--- src/rtl/shared_reg_arbiter_pkg.sv ---
// Shared types and helpers for the round-robin shared-register arbiter.
package shared_reg_arbiter_pkg;

  typedef enum logic [1:0] {
    ST_IDLE  = 2'd0,
    ST_GRANT = 2'd1,
    ST_ACK   = 2'd2
  } state_e;

  // Index width for n entries; never below 1 so a 1-bit pointer still exists.
  function automatic int unsigned clog2(input int unsigned n);
    int unsigned r;
    r = 0;
    for (int unsigned i = 0; i < 32; i++) begin
      if ((64'd1 << i) < 64'(n)) r = i + 1;
    end
    return (r == 0) ? 1 : r;
  endfunction

endpackage

--- src/rtl/shared_reg_arbiter_dff.sv ---
// W-wide D-type register with load enable and async active-low reset.
module shared_reg_arbiter_dff #(
  parameter int unsigned     W         = 8,
  parameter logic [W-1:0]    RESET_VAL = '0
) (
  input  logic         clk,
  input  logic         rst_n,
  input  logic         en,
  input  logic [W-1:0] d,
  output logic [W-1:0] q
);

  always_ff @(posedge clk or negedge rst_n) begin
    if (!rst_n)  q <= RESET_VAL;
    else if (en) q <= d;
  end

endmodule

--- src/rtl/shared_reg_arbiter_rr_pick.sv ---
// Round-robin pick: first asserted request at or above rr_ptr, wrapping.
module shared_reg_arbiter_rr_pick #(
  parameter int unsigned N  = 4,
  parameter int unsigned PW = 2
) (
  input  logic [N-1:0]  req,
  input  logic [PW-1:0] rr_ptr,
  output logic [PW-1:0] winner_c,
  output logic          valid_c
);

  localparam int unsigned DW = 2 * N;

  logic [DW-1:0] dbl_c;

  // Upper copy of req supplies the wrapped-around candidates.
  always_comb begin
    dbl_c    = {req, req} & ~((DW'(1) << rr_ptr) - DW'(1));
    winner_c = '0;
    for (int i = int'(DW) - 1; i >= 0; i--) begin
      if (dbl_c[i]) winner_c = (i >= int'(N)) ? PW'(i - int'(N)) : PW'(i);
    end
    valid_c = |req;
  end

endmodule

--- src/rtl/shared_reg_arbiter.sv ---
// Round-robin arbiter granting N requesters write access to one shared register.
module shared_reg_arbiter
  import shared_reg_arbiter_pkg::*;
#(
  parameter int unsigned  N         = 4,
  parameter int unsigned  W         = 8,
  parameter logic [W-1:0] RESET_VAL = '0
) (
  input  logic           clk,
  input  logic           reset_n,
  input  logic [N-1:0]   req,
  input  logic [N*W-1:0] wr_data,
  output logic [N-1:0]   grant,
  output logic           ack,
  output logic [W-1:0]   q,
  output logic           busy
);

  localparam int unsigned PW = clog2(N);

  state_e        state_q, state_d;
  logic [N-1:0]  grant_q, grant_d;
  logic          ack_q, ack_d;
  logic          busy_q, busy_d;
  logic [PW-1:0] rr_ptr_q, rr_ptr_d;
  logic [PW-1:0] winner_q, winner_d;

  logic [PW-1:0] pick_winner_c;
  logic          pick_valid_c;
  logic          load_c;
  logic [W-1:0]  slot_c;

  shared_reg_arbiter_rr_pick #(.N(N), .PW(PW)) u_pick (
    .req      (req),
    .rr_ptr   (rr_ptr_q),
    .winner_c (pick_winner_c),
    .valid_c  (pick_valid_c)
  );

  always_comb begin
    slot_c = '0;
    for (int unsigned i = 0; i < N; i++) begin
      if (winner_q == PW'(i)) slot_c = wr_data[i*W +: W];
    end
  end

  always_comb begin
    state_d  = state_q;
    grant_d  = grant_q;
    ack_d    = 1'b0;
    rr_ptr_d = rr_ptr_q;
    winner_d = winner_q;
    load_c   = 1'b0;
    case (state_q)
      ST_IDLE: begin
        if (pick_valid_c) begin
          winner_d = pick_winner_c;
          grant_d  = N'(1) << pick_winner_c;
          state_d  = ST_GRANT;
        end
      end
      ST_GRANT: begin
        // A dropped request aborts without advancing the pointer.
        if (req[winner_q]) begin
          load_c  = 1'b1;
          ack_d   = 1'b1;
          state_d = ST_ACK;
        end else begin
          grant_d = '0;
          state_d = ST_IDLE;
        end
      end
      ST_ACK: begin
        grant_d  = '0;
        rr_ptr_d = (winner_q == PW'(N - 1)) ? '0 : winner_q + PW'(1);
        state_d  = ST_IDLE;
      end
      default: begin
        grant_d = '0;
        state_d = ST_IDLE;
      end
    endcase
    busy_d = (state_d != ST_IDLE);
  end

  always_ff @(posedge clk or negedge reset_n) begin
    if (!reset_n) begin
      state_q  <= ST_IDLE;
      grant_q  <= '0;
      ack_q    <= 1'b0;
      busy_q   <= 1'b0;
      rr_ptr_q <= '0;
      winner_q <= '0;
    end else begin
      state_q  <= state_d;
      grant_q  <= grant_d;
      ack_q    <= ack_d;
      busy_q   <= busy_d;
      rr_ptr_q <= rr_ptr_d;
      winner_q <= winner_d;
    end
  end

  shared_reg_arbiter_dff #(.W(W), .RESET_VAL(RESET_VAL)) u_reg (
    .clk   (clk),
    .rst_n (reset_n),
    .en    (load_c),
    .d     (slot_c),
    .q     (q)
  );

  assign grant = grant_q;
  assign ack   = ack_q;
  assign busy  = busy_q;

endmodule

--- config.mk ---
export PLATFORM = sky130hd
export DESIGN_NAME = shared_reg_arbiter
export DESIGN_NICKNAME = d
export VERILOG_FILES = /design/src/rtl/shared_reg_arbiter_pkg.sv /design/src/rtl/shared_reg_arbiter_dff.sv /design/src/rtl/shared_reg_arbiter_rr_pick.sv /design/src/rtl/shared_reg_arbiter.sv
export SDC_FILE = /design/constraint.sdc
export NUM_CORES = 1
export LEC_CHECK = 0
export ABC_CLOCK_PERIOD_IN_PS = 1800
export CAP_MARGIN = 20
export CORE_UTILIZATION = 40
export CTS_CLUSTER_SIZE = 30
export DETAILED_ROUTE_END_ITERATION = 6
export PLACE_DENSITY_LB_ADDON = 0.05
export SYNTH_ARGS = -nofsm -noshare
export SYNTH_HDL_FRONTEND = slang
export SYNTH_HIERARCHICAL = 1
export SYNTH_SLANG_ARGS = --single-unit
--- constraint.sdc ---
create_clock -name clk -period 1.8 [get_ports clk]
set_input_delay 0.36 -clock clk [delete_from_list [all_inputs] [get_ports clk]]
set_output_delay 0.36 -clock clk [all_outputs]
set_load 0.1 [all_outputs]
* Yosys cells after proc, flatten, opt, wreduce, memory -nomap -nowiden
Cells that the tools add are included.
Cells by class: add/subtract/negate cells 2, magnitude comparators 1, equal/unequal tests 7, shifts and indexed selects 2, muxes and demuxes 23, bitwise operators 2, reduce and logical (&&, ||, !) cells 6
Operators by type and width (count):
- 8-bit 2-to-1 mux | 4
- 2-bit 2-to-1 mux | 11
- 8-bit AND | 1
- 4-bit 2-to-1 mux | 2
- 8-bit inverter | 1
- 4-bit case mux with 2 select lines | 1
- 1-bit by 2-bit << shifter with 8-bit output, first input constant | 1
- 8-bit by 1-bit subtractor with 8-bit output, second input constant | 1
- 2-bit == test, second input constant | 3
- 2-bit by 1-bit == test with 1-bit output, second input constant | 2
- 2-bit logical NOT | 2
- 2-bit inequality test, second input constant | 2
- 2-bit case mux with 2 select lines | 1
- 2-bit AND reduction | 2
- 4-bit OR reduction | 1
- 1-bit by 2-bit << shifter with 4-bit output, first input constant | 1
- 2-bit by 3-bit less-than comparator with 1-bit output, second input constant | 1
- 1-bit 2-to-1 mux | 3
- 2-bit by 1-bit adder with 2-bit output, second input constant | 1
- 1-bit binary-select mux with 2-bit select | 1
- 2-bit nonzero test | 1
Storage, ports and cells: register bits 20, output and inout port bits 14, logic and storage cells 50

* Logic depth before layout (Yosys ltp)
Gate-level depths: netlist of run 1.
word-level depth 15, depth in mapped cells 7, gate-level depth less buffers 7

* By module
The synthesis of run 1 kept the hierarchy.
By module, submodules not included:
- shared_reg_arbiter | instances 1, cells each 86, area each 813.3 um2
- shared_reg_arbiter_dff | instances 1, cells each 17, area each 331.6 um2
- shared_reg_arbiter_rr_pick | instances 1, cells each 17, area each 105.1 um2

* Worst setup path before layout of run 1
Ideal clock, no wire load.
kind flip-flop to flip-flop, start reg winner_q[0], end reg u_reg.q[5], library setup time 126 ps, arrival 1535 ps, data required time 1674 ps, path slack 139 ps, cell stages (with the launch flop) 8, path buffers 1, period minus slack after synthesis 1661 ps, path through dfrtp_1 > inv_1 > ha_1 > clkbuf_1 > a21oi_1 > o21ai_0 > a22o_1 > mux2_4
Between the ends: cells in the longest elaborated chain, start to end 5
RTL lines:
- start, declared | line shared_reg_arbiter.sv:26 | logic [PW-1:0] winner_q, winner_d;
- start signal, assigned | line shared_reg_arbiter.sv:100 | winner_q <= winner_d;
- 2-bit logical NOT | line shared_reg_arbiter.sv:43 | if (winner_q == PW'(i)) slot_c = wr_data[i*W +: W];
- 8-bit 2-to-1 mux (3 in a row) | line shared_reg_arbiter.sv:43
- 8-bit 2-to-1 mux * | line shared_reg_arbiter.sv:43
- named net slot_c[5] | line shared_reg_arbiter.sv:31 | logic [W-1:0] slot_c;
- end signal, assigned | line shared_reg_arbiter_dff.sv:14 | if (!rst_n) q <= RESET_VAL;
- end signal, assigned | line shared_reg_arbiter_dff.sv:15 | else if (en) q <= d;
- end, declared | line shared_reg_arbiter_dff.sv:10 | output logic [W-1:0] q
The timed path passes the listed nets; every way through them passes the cells marked *. The select of a mux whose other input is x is not followed. A chain may end at the register's enable or synchronous reset.

* Worst setup path after layout of run 1
start reg rr_ptr_q[1], end reg grant_q[2] (netlist: grant[2])
Between the ends: cells in the longest elaborated chain, start to end 15
RTL lines:
- start, declared | line shared_reg_arbiter.sv:25 | logic [PW-1:0] rr_ptr_q, rr_ptr_d;
- start signal, assigned | line shared_reg_arbiter.sv:99 | rr_ptr_q <= rr_ptr_d;
- 1-bit by 2-bit << shifter with 8-bit output * | line shared_reg_arbiter_rr_pick.sv:18 | dbl_c = {req, req} & ~((DW'(1) << rr_ptr) - DW'(1));
- 8-bit by 1-bit subtractor with 8-bit output * | line shared_reg_arbiter_rr_pick.sv:18
- 8-bit inverter * | line shared_reg_arbiter_rr_pick.sv:18
- 8-bit AND * | line shared_reg_arbiter_rr_pick.sv:18
- 2-bit 2-to-1 mux (7 in a row) | line shared_reg_arbiter_rr_pick.sv:21 | if (dbl_c[i]) winner_c = (i >= int'(N)) ? PW'(i - int'(N)) : PW'(i);
- 2-bit 2-to-1 mux * | line shared_reg_arbiter_rr_pick.sv:21
- named net pick_winner_c[0] | line shared_reg_arbiter.sv:28 | logic [PW-1:0] pick_winner_c;
- 1-bit by 2-bit << shifter with 4-bit output * | line shared_reg_arbiter.sv:58 | grant_d = N'(1) << pick_winner_c;
- 4-bit 2-to-1 mux * | line shared_reg_arbiter.sv:56 | if (pick_valid_c) begin
- 4-bit case mux with 2 select lines * | line shared_reg_arbiter.sv:54 | case (state_q)
- end signal, assigned | line shared_reg_arbiter.sv:96 | grant_q <= grant_d;
- end, declared | line shared_reg_arbiter.sv:22 | logic [N-1:0] grant_q, grant_d;
Marked as above.

==> out/qor.json, run 1 <==
{
  "status": {
    "run_status": "finished with violations",
    "failing_checks": "design-rule violations"
  },
  "synthesis": {
    "syn_nets": 163,
    "synth_cell_types": 31,
    "yosysWarnings": 6,
    "synth.cell_area_mm2": 0.00125,
    "synthesized_flop_and_latch_total": 20,
    "syn_avg_cell_area_um2": 10.4,
    "synth_seq_area_share": 0.400,
    "synthesis.instances": 120
  },
  "sta": {
    "maxClockFrequency_ghz": 0.557,
    "worst_clock_skew_ns": 0.0167,
    "report.final.setup_viol": 0,
    "fin_crit_sh": 0.997,
    "report.final.hold_viol_count": 0,
    "rsz0062_at_grt": "yes",
    "tightest_slew_ns": 0.400,
    "final_max_slew_viol_count": 0,
    "finalWorstPathRequiredPeriod_ns": 1.79,
    "worst_rel_slew_slack": 0.732
  },
  "pwr": {
    "power.clock.fraction": 0.082,
    "power.combinational.fraction": 0.728,
    "power_w": 0.00458,
    "cell_internal_pwr_w": 0.00236,
    "p_sw_frac": 0.485,
    "netSwitchingPower_w": 0.00222,
    "share_seq_of_total_power": 0.190,
    "vdd_ir_drop_max_mv": 1.39,
    "total_leakage_power_nw": 0.943,
    "powerDensity_mw_per_mm2": 2120
  },
  "worst_setup_path": {
    "crit_type": "reg2reg",
    "worst-path-stages": 7,
    "timing.critical_path.arrival_ns": 2.02,
    "crit_buf_inv": 1,
    "critPathLaunch": "rr_ptr_q[1]$_DFFE_PN0N_",
    "ff2ff_path_depth": 7,
    "critPathMaxFanout": 4,
    "setup.worst_path.start_class": "register",
    "cp_top_family": "compound AO/OA/AOI/OAI gates",
    "worst_r2r_startpoint": "rr_ptr_q[1]$_DFFE_PN0N_",
    "path_cells": "or2_1 > ha_1 > nor2b_2 > o211ai_1 > a31oi_4 > buf_4 > o22ai_1",
    "crit_path_end_kind": "register",
    "critical_path_slowest_stage_cell": "sky130_fd_sc_hd__dfrtp_1",
    "timing.critical_path.required_ns": 2.03,
    "cp_slowest_stage_delay_ns": 0.41
  },
  "finish": {
    "drive_above_1_share": 0.335,
    "layout.cell_area.non_filler_mm2": 0.00216,
    "antennaDiodeCount": 0,
    "nets_finish": 232,
    "filler_cell_count": 201,
    "synthToLayoutAreaGrowth_pct": 72.9
  },
  "route": {
    "detail_route.drc_violations": 1,
    "detailroute.wirelength.met3_um": 166,
    "route.detailed.vias_per_inst": 5.48,
    "routedWlPerCell_um": 16.7,
    "drt.antenna.violating_nets": 0,
    "wl_met1_mm": 1.55,
    "detail_route.first_pass.iterations": 6,
    "vias": 1200,
    "top_layer": "met4",
    "detailroute.wirelength.met2_mm": 1.88,
    "drt_iter0_markers": 36,
    "drt-total-wl_mm": 3.67
  },
  "floorplanning": {
    "starting_density_of_the_core": 0.438,
    "num_io_pins": 52,
    "die-width_um": 57.9,
    "fp.dieH_um": 57.9,
    "floorplan.core_area_mm2": 0.00285,
    "row_count": 19,
    "dieArea_mm2": 0.00335
  },
  "global_routing": {
    "grt_usage": 0.221,
    "grt_pass1_vias": 1281,
    "number_of_antenna_violations_at_the_first_check_in_global_routing": 0,
    "grt_first_pass_wirelength_mm": 5.69,
    "largest_net_degree_at_the_start_of_global_routing": 21,
    "grt_overflow": 0
  },
  "clock_tree": {
    "clock_buffers_created_by_tritoncts": 3,
    "clock-sinks": 20,
    "clkLatencyLatePin_ns": 0.32,
    "clk_pin_slew_worst_paths_ns": 0.13,
    "clock-root-buffer": "sky130_fd_sc_hd__clkbuf_4",
    "clockBufferDepth": 2,
    "cts_h_tree_depth": 1,
    "cts_tree": "built",
    "postCtsHoldBufs": 0
  },
  "place": {
    "place_hpwl_mm": 2.71,
    "placedInstanceArea_mm2": 0.00198,
    "io_buffers": 51,
    "finalWeightedCongestion": 0.839
  },
  "job": {
    "max-cap-violations": 0
  },
  "min_path": {
    "hold_path_class": "in2async"
  }
}
## cells by family after synthesis
kind of cell / count (synthesis) / synth area share
adders and majority gates: 5 / 0.0501
and+or+nand+nor: 34 / 0.151
AOI/OAI and AO/OA: 34 / 0.217
muxes: 11 / 0.126
buffers and inverters: 16 / 0.0551
DFF: 20 / 0.400
## cell usage after synthesis, drive strengths merged
cell type	count	area (µm²)
a21bo	1	10.0
a21oi	2	10.0
a221oi	8	87.6
a22o	3	28.8
a31oi	2	12.5
and2b	1	7.51
and3b	1	12.5
buf	2	16.3
clkbuf	3	11.3
dfrtp	20	500
ha	5	62.6
inv	11	41.3
mux2	11	158
nand2	14	52.6
nand2b	3	18.8
nor2	2	7.51
nor2b	9	58.8
nor3	1	5.00
nor3b	1	12.5
o211ai	1	7.51
o21ai	5	25.0
o22ai	2	12.5
o31ai	8	60.1
o32ai	2	17.5
or2	1	6.26
or4	1	7.51
## path summary, 6_finish.rpt
| kind | end | slack [ns] |
|---|---|---|
| max in group asynchronous | winner_q[1]$_DFFE_PN0P_ | 1.17 |
| min reg2reg | grant[0]$_DFFE_PN0P_ | 0.58 |
| max | grant[2]$_DFFE_PN0P_ | 0.005 |
| max reg2reg | grant[2]$_DFFE_PN0P_ | 0.005 |
| min in group clk | grant[0]$_DFFE_PN0P_ | 0.58 |
| min | busy$_DFF_PN0_ | 0.38 |
## sequential cells by signal (all words and copies together), names as in the netlist
name      count
ack           1
busy          1
grant         4
rr_ptr_q      2
state_q       2
u_reg/q       8
winner_q      2
## per-stage QoR
step | hold WS [ns] | setup slack, ns | std cells | setup TNS, ns | utilization
3_5_place_dp | 0.548 | -0.249 | 206 | -2.24 | 0.694
6_report | 0.380 | 0.00546 | 219 | 0 | 0.757
2_1_floorplan | 0.0644 | 0.139 | 120 | 0 | -
4_1_cts | 0.377 | 0.00768 | 214 | 0 | 0.726
5_1_grt | 0.394 | -0.109 | 219 | -0.561 | 0.757
3_3_place_gp | 0.532 | -0.143 | 206 | -1.60 | 0.694
## worst reg2reg max path: stages, from the launching register on
cell and delay, ns:
sky130_fd_sc_hd__dfrtp_1 0.41, sky130_fd_sc_hd__or2_1 0.23, sky130_fd_sc_hd__ha_1 0.17, sky130_fd_sc_hd__nor2b_2 0.15, sky130_fd_sc_hd__o211ai_1 0.26, sky130_fd_sc_hd__a31oi_4 0.16, sky130_fd_sc_hd__buf_4 0.16, sky130_fd_sc_hd__o22ai_1 0.16
## cell usage in the layout, fill, tap and decap left out, types with 2 or more instances in the layout
master,n
sky130_fd_sc_hd__clkdlybuf4s50_1,37
sky130_fd_sc_hd__mux2_2,2
sky130_fd_sc_hd__ha_1,4
sky130_fd_sc_hd__dfrtp_1,19
sky130_fd_sc_hd__nand2_1,13
sky130_fd_sc_hd__buf_4,18
sky130_fd_sc_hd__nand2b_1,3
sky130_fd_sc_hd__o31ai_1,8
sky130_fd_sc_hd__clkbuf_4,3
sky130_fd_sc_hd__a21oi_1,2
sky130_fd_sc_hd__o32ai_1,2
sky130_fd_sc_hd__a221oi_2,3
sky130_fd_sc_hd__mux2_4,9
sky130_fd_sc_hd__buf_12,14
sky130_fd_sc_hd__nor2b_1,7
sky130_fd_sc_hd__nor2_1,2
sky130_fd_sc_hd__o22ai_1,2
sky130_fd_sc_hd__o21ai_0,4
sky130_fd_sc_hd__inv_1,11
sky130_fd_sc_hd__a221oi_1,4
## power groups by stage
stage          registers (W)  clock network [W]  logic (W)
2_1_floorplan        0.00175                  0    0.00109
3_3_place_gp        0.000885                  0    0.00293
3_5_place_dp        0.000890                  0    0.00300
4_1_cts             0.000874           0.000374    0.00311
5_1_grt             0.000894           0.000392    0.00351
6_report            0.000872           0.000374    0.00333
## layer usage
metal,global-route usage,vias to the layer above
li1,-,570
met1,0.273,586
met2,0.376,36
met3,0.0491,8
met4,0.0850,0
met5,0,-
## area by class of cell
class | instances | area [µm²] | share of cell area
well taps | 31 | 38.8 | 0.0180
multi-input cells | 84 | 741 | 0.343
inverters | 11 | 41.3 | 0.0191
clock buffers | 3 | 22.5 | 0.0104
repair buffers | 69 | 786 | 0.364
flip-flops and latches | 20 | 502 | 0.232
clock inverters | 1 | 30.0 | 0.0139
## timing repair
| item | in CTS | in global routing |
|---|---|---|
| setup endpoints to repair | 7 | 14 |
| pin swaps | 3 | 3 |
| setup buffers | 4 | 5 |
| gates resized for setup | 3 | 10 |
| gates cloned | 0 | 0 |
| endpoints found under the hold margin | 0 | 0 |
No activity file was read; power rests on OpenSTA's default activity.
==> run 2: changes to the inputs <==
--- a/config.mk
+++ b/config.mk
@@ -10,7 +10,7 @@
 export CORE_UTILIZATION = 40
 export CTS_CLUSTER_SIZE = 30
 export DETAILED_ROUTE_END_ITERATION = 6
-export PLACE_DENSITY_LB_ADDON = 0.05
+export PLACE_DENSITY = 0.76
 export SYNTH_ARGS = -nofsm -noshare
 export SYNTH_HDL_FRONTEND = slang
 export SYNTH_HIERARCHICAL = 1
==> out/qor.json, run 2 (same netlist as run 1, synthesis figures left out) <==
{
  "status": {
    "run_status": "finished with violations",
    "failing_checks": "design-rule violations, negative setup slack"
  },
  "clock_tree": {
    "postCtsHoldBufs": 0,
    "clockBufferDepth": 2,
    "clk_pin_slew_worst_paths_ns": 0.11,
    "clkLatencyLatePin_ns": 0.29,
    "clock-sinks": 20,
    "cts_h_tree_depth": 1,
    "clock-root-buffer": "sky130_fd_sc_hd__clkbuf_4",
    "clock_buffers_created_by_tritoncts": 3,
    "cts_tree": "built"
  },
  "global_routing": {
    "number_of_antenna_violations_at_the_first_check_in_global_routing": 0,
    "grt_pass1_vias": 1223,
    "grt_usage": 0.229,
    "grt_first_pass_wirelength_mm": 5.82,
    "largest_net_degree_at_the_start_of_global_routing": 21,
    "grt_overflow": 0
  },
  "sta": {
    "maxClockFrequency_ghz": 0.556,
    "finalWorstPathRequiredPeriod_ns": 1.80,
    "rsz0062_at_grt": "yes",
    "report.final.hold_viol_count": 0,
    "fin_tns_setup_ns": -0.000155,
    "worst_rel_slew_slack": 0.771,
    "final_max_slew_viol_count": 0,
    "fin_ws_ns": -0.000155,
    "worst_clock_skew_ns": 0.00437,
    "fin_crit_sh": 1.00,
    "report.final.setup_viol": 1,
    "tightest_slew_ns": 0.344
  },
  "route": {
    "drt-total-wl_mm": 3.76,
    "drt_iter0_markers": 29,
    "detail_route.first_pass.iterations": 7,
    "detail_route.drc_violations": 6,
    "drt.antenna.violating_nets": 0,
    "route.detailed.vias_per_inst": 5.51,
    "vias": 1196,
    "routedWlPerCell_um": 17.3
  },
  "place": {
    "place_hpwl_mm": 2.76,
    "io_buffers": 51,
    "finalWeightedCongestion": 0.806,
    "number_of_placed_instances_with_taps_included": 209,
    "placedInstanceArea_mm2": 0.00201
  },
  "floorplanning": {
    "dieArea_mm2": 0.00335,
    "num_io_pins": 52,
    "die-width_um": 57.9,
    "floorplan.core_area_mm2": 0.00285,
    "starting_density_of_the_core": 0.438,
    "fp.dieH_um": 57.9,
    "row_count": 19
  },
  "pwr": {
    "vdd_ir_drop_max_mv": 1.05,
    "power_w": 0.00459,
    "total_leakage_power_nw": 0.945,
    "powerDensity_mw_per_mm2": 2100
  },
  "finish": {
    "multi_input_area_um2": 788,
    "fin_util": 0.768,
    "nets_finish": 231,
    "final-seq-area_um2": 502,
    "antennaDiodeCount": 0,
    "filler_cell_count": 200,
    "synthToLayoutAreaGrowth_pct": 75.3,
    "largest_register_by_flop_count": "u_reg/q",
    "most-common-layout-cells": "37 x sky130_fd_sc_hd__clkdlybuf4s50_1, 19 x sky130_fd_sc_hd__dfrtp_1, 15 x sky130_fd_sc_hd__buf_12",
    "drive_above_1_share": 0.371,
    "layout.cell_area.non_filler_mm2": 0.00219,
    "layout.cells.non_filler": 217,
    "largest_reg_flops": 8,
    "layout.cells.most_common": "sky130_fd_sc_hd__clkdlybuf4s50_1"
  },
  "job": {
    "max-cap-violations": 0
  },
  "worst_setup_path": {
    "crit_type": "reg2reg",
    "setup.worst_path.start_class": "register",
    "timing.critical_path.arrival_ns": 1.99,
    "crit_path_end_kind": "register",
    "timing.critical_path.required_ns": 1.99,
    "critPathMaxFanout": 3
  },
  "min_path": {
    "hold_path_class": "in2async"
  }
}
## run 2: cell count changes in the layout (fill, tap and decap cells not counted), moves of 2 or more
cell / delta
sky130_fd_sc_hd__buf_4: -4
sky130_fd_sc_hd__buf_6: +2
sky130_fd_sc_hd__o21ai_0: -2
sky130_fd_sc_hd__o21ai_2: +2
sky130_fd_sc_hd__o22ai_1: -2
sky130_fd_sc_hd__o22ai_2: +2
sky130_fd_sc_hd__o32ai_1: -2
sky130_fd_sc_hd__o32ai_2: +2
## run 2: worst max-delay path, stage by stage, from the launching register on
cell	delay (ns)
sky130_fd_sc_hd__dfrtp_1	0.41
sky130_fd_sc_hd__or2_4	0.27
sky130_fd_sc_hd__ha_4	0.16
sky130_fd_sc_hd__nor2b_4	0.13
sky130_fd_sc_hd__o211ai_1	0.29
sky130_fd_sc_hd__a31oi_4	0.18
sky130_fd_sc_hd__buf_6	0.16
sky130_fd_sc_hd__nand2_1	0.05
sky130_fd_sc_hd__o21ai_1	0.06
## run 2: repair_timing
action                                  CTS  global route
endpoints found under the setup margin    4            14
gates resized for setup                   2            25
pin swaps                                 2             8
buffers inserted                          2             3
## run 2: report_power, final
group | internal (W) | switching [W] | leakage [nW]
logic | 0.00159 | 0.00193 | 0.681
registers | 0.000654 | 0.000207 | 0.251
clock network | 0.0000778 | 0.000134 | 0.0138
total | 0.00232 | 0.00227 | 0.945
## run 2: worst paths after layout
check                                        start  slack [ns]                      end  cells after the start
hold / removal                             reset_n        0.40   u_reg/q[1]$_DFFE_PN0P_                      2
min in group clk            u_reg/q[0]$_DFFE_PN0P_        0.59   u_reg/q[0]$_DFFE_PN0P_                      1
hold reg to reg             u_reg/q[0]$_DFFE_PN0P_        0.59   u_reg/q[0]$_DFFE_PN0P_                      1
max in group asynchronous                  reset_n        1.16  winner_q[1]$_DFFE_PN0P_                      2
setup reg to reg           rr_ptr_q[0]$_DFFE_PN0N_     -0.0002  winner_q[0]$_DFFE_PN0P_                      8
setup / recovery           rr_ptr_q[0]$_DFFE_PN0N_     -0.0002  winner_q[0]$_DFFE_PN0P_                      8
## run 2: through the flow
stage	setup WS (ns)	hold WS (ns)
after detailed placement	-0.166	0.565
final	-0.000155	0.397
after global routing	-0.0599	0.417
after global placement	-0.120	0.556
after floorplan	0.139	0.0644
after CTS	-0.0118	0.413
## run 2: layout make-up
| type | count | area share |
|---|---|---|
| multi-input combinational | 84 | 0.360 |
| tap | 31 | 0.0177 |
| clock buffer | 3 | 0.0103 |
| timing repair buffer | 68 | 0.364 |
| sequential | 20 | 0.229 |
| inverter | 11 | 0.0188 |
## run 2: per-layer routing
metal | track usage | vias to the layer above | part of all wire
met5 | 0 | - | 0
met4 | 0.0986 | 0 | 0.028
met3 | 0.0201 | 10 | 0.039
met2 | 0.406 | 42 | 0.50
met1 | 0.285 | 573 | 0.43
li1 | - | 571 | -
==> run 3: changes to the inputs <==
--- a/config.mk
+++ b/config.mk
@@ -7,10 +7,10 @@
 export LEC_CHECK = 0
 export ABC_CLOCK_PERIOD_IN_PS = 1800
 export CAP_MARGIN = 20
-export CORE_UTILIZATION = 40
+export CORE_UTILIZATION = 42
 export CTS_CLUSTER_SIZE = 30
 export DETAILED_ROUTE_END_ITERATION = 6
-export PLACE_DENSITY = 0.76
+export PLACE_DENSITY = 0.79
 export SYNTH_ARGS = -nofsm -noshare
 export SYNTH_HDL_FRONTEND = slang
 export SYNTH_HIERARCHICAL = 1
==> out/qor.json, run 3 (same netlist as run 1, synthesis figures left out) <==
{
  "sta": {
    "final_max_slew_viol_count": 0,
    "tightest_slew_ns": 0.334,
    "finalWorstPathRequiredPeriod_ns": 1.79,
    "worst_clock_skew_ns": 0.00561,
    "maxClockFrequency_ghz": 0.559,
    "worst_rel_slew_slack": 0.778,
    "report.final.hold_viol_count": 0,
    "report.final.setup_viol": 0,
    "fin_crit_sh": 0.994,
    "rsz0062_at_grt": "yes"
  },
  "clock_tree": {
    "clockBufferDepth": 2,
    "clk_pin_slew_worst_paths_ns": 0.12,
    "clock-sinks": 20,
    "clkLatencyLatePin_ns": 0.29,
    "clock_buffers_created_by_tritoncts": 3,
    "cts_tree": "built",
    "postCtsHoldBufs": 0,
    "cts_h_tree_depth": 1,
    "clock-root-buffer": "sky130_fd_sc_hd__clkbuf_4"
  },
  "finish": {
    "antennaDiodeCount": 0,
    "layout.cells.most_common": "sky130_fd_sc_hd__clkdlybuf4s50_1",
    "nets_finish": 232,
    "layout.cells.non_filler": 219,
    "largest_register_by_flop_count": "u_reg/q",
    "largest_reg_flops": 8,
    "layout.cell_area.non_filler_mm2": 0.00218,
    "synthToLayoutAreaGrowth_pct": 74.7,
    "most-common-layout-cells": "37 x sky130_fd_sc_hd__clkdlybuf4s50_1, 20 x sky130_fd_sc_hd__dfrtp_1, 16 x sky130_fd_sc_hd__buf_4",
    "drive_above_1_share": 0.351
  },
  "floorplanning": {
    "dieArea_mm2": 0.00320,
    "num_io_pins": 52,
    "fp.dieH_um": 56.6,
    "starting_density_of_the_core": 0.449,
    "row_count": 19,
    "die-width_um": 56.6,
    "floorplan.core_area_mm2": 0.00278
  },
  "global_routing": {
    "grt_first_pass_wirelength_mm": 5.92,
    "number_of_antenna_violations_at_the_first_check_in_global_routing": 0,
    "use_met1": 0.281,
    "grt_overflow": 0,
    "largest_net_degree_at_the_start_of_global_routing": 21,
    "gr-usage-met3": 0.0507,
    "grt_pass1_vias": 1301,
    "grt_usage": 0.239,
    "grt_util_met2": 0.434,
    "gr-max-usage-layer": "met2"
  },
  "route": {
    "drt-total-wl_mm": 3.55,
    "routedWlPerCell_um": 16.2,
    "route.detailed.vias_per_inst": 5.52,
    "detail_route.drc_violations": 0,
    "detail_route.first_pass.iterations": 4,
    "drt_iter0_markers": 18,
    "vias": 1209,
    "drt.antenna.violating_nets": 0
  },
  "place": {
    "place_hpwl_mm": 2.66,
    "io_buffers": 51,
    "finalWeightedCongestion": 0.835,
    "placedInstanceArea_mm2": 0.00203,
    "number_of_placed_instances_with_taps_included": 211
  },
  "worst_setup_path": {
    "path_cells": "or2_1 > ha_2 > nor2b_4 > o211ai_1 > a31oi_4 > buf_6 > nand2_2 > o21ai_1",
    "crit_type": "reg2reg",
    "timing.critical_path.arrival_ns": 1.98,
    "timing.critical_path.required_ns": 1.99,
    "crit_path_end_kind": "register",
    "cp_slowest_stage_delay_ns": 0.43,
    "critical_path_slowest_stage_cell": "sky130_fd_sc_hd__dfrtp_1",
    "setup.worst_path.start_class": "register",
    "critPathMaxFanout": 4
  },
  "min_path": {
    "hold_path_class": "in2async"
  },
  "status": {
    "run_status": "complete, no violations"
  },
  "job": {
    "max-cap-violations": 0
  },
  "pwr": {
    "powerDensity_mw_per_mm2": 2110,
    "vdd_ir_drop_max_mv": 2.37,
    "total_leakage_power_nw": 0.946
  }
}
-- run 3: cell count changes in the layout (fill, tap and decap cells not counted), sizes merged --
cell,before,now
buf,31,32
bufinv,0,1
-- run 3: layer usage --
layer	share of wire	vias up
met1	0.41	586
met2	0.51	46
met4	0.013	0
li1	-	571
met3	0.074	6
met5	0	-
-- run 3: path summary, 6_finish.rpt --
| path | startpoint | endpoint | slack, ns | depth (start not counted) |
|---|---|---|---|---|
| max | rr_ptr_q[0]$_DFFE_PN0N_ | winner_q[0]$_DFFE_PN0P_ | 0.01 | 8 |
| min in group clk | rr_ptr_q[1]$_DFFE_PN0N_ | rr_ptr_q[1]$_DFFE_PN0N_ | 0.58 | 1 |
| min reg2reg | rr_ptr_q[1]$_DFFE_PN0N_ | rr_ptr_q[1]$_DFFE_PN0N_ | 0.58 | 1 |
| max reg2reg | rr_ptr_q[0]$_DFFE_PN0N_ | winner_q[0]$_DFFE_PN0P_ | 0.01 | 8 |
| min | reset_n | u_reg/q[2]$_DFFE_PN0P_ | 0.40 | 2 |
| max in group asynchronous | reset_n | u_reg/q[6]$_DFFE_PN0P_ | 1.20 | 2 |
-- run 3: critical path: cells and delay by family (launching register included) --
family / cells / cell delay (ns)
flip-flops: 1 / 0.43
adder cells (fa/ha/maj): 1 / 0.19
AND/OR/NAND/NOR: 3 / 0.42
buffers and inverters: 1 / 0.15
AO/OA/AOI/OAI: 3 / 0.49
-- run 3: timing repair --
item                                    in CTS  in global routing
gates resized for setup                      4                 15
endpoints found under the setup margin       8                  8
setup buffers                                3                  1
pin swaps                                    0                  8
-- run 3: cell type report --
type | instances | area, µm²
clock buffer | 3 | 22.5
fill | 178 | 598
multi-input combinational | 84 | 748
tap | 31 | 38.8
inverter | 11 | 41.3
timing repair buffer | 69 | 802
clock inverter | 1 | 30.0
sequential | 20 | 500
-- run 3: stage by stage --
step	utilization	setup TNS [ns]	power, W	hold WS (ns)	setup slack (ns)
final	0.785	0	0.00460	0.396	0.0105
after global routing	0.785	-0.0666	0.00483	0.388	-0.0666
after CTS	0.763	-0.00312	0.00445	0.396	-0.00312
after detailed placement	0.730	-1.83	0.00397	0.563	-0.187
after global placement	0.730	-1.12	0.00389	0.530	-0.112
after floorplan	-	0	0.00283	0.0644	0.139
-- run 3: power breakdown --
part	internal (W)	switching, W	total [W]
combinational	0.00151	0.00187	0.00338
clock	0.000225	0.000135	0.000359
sequential	0.000652	0.000210	0.000862
total	0.00239	0.00221	0.00460
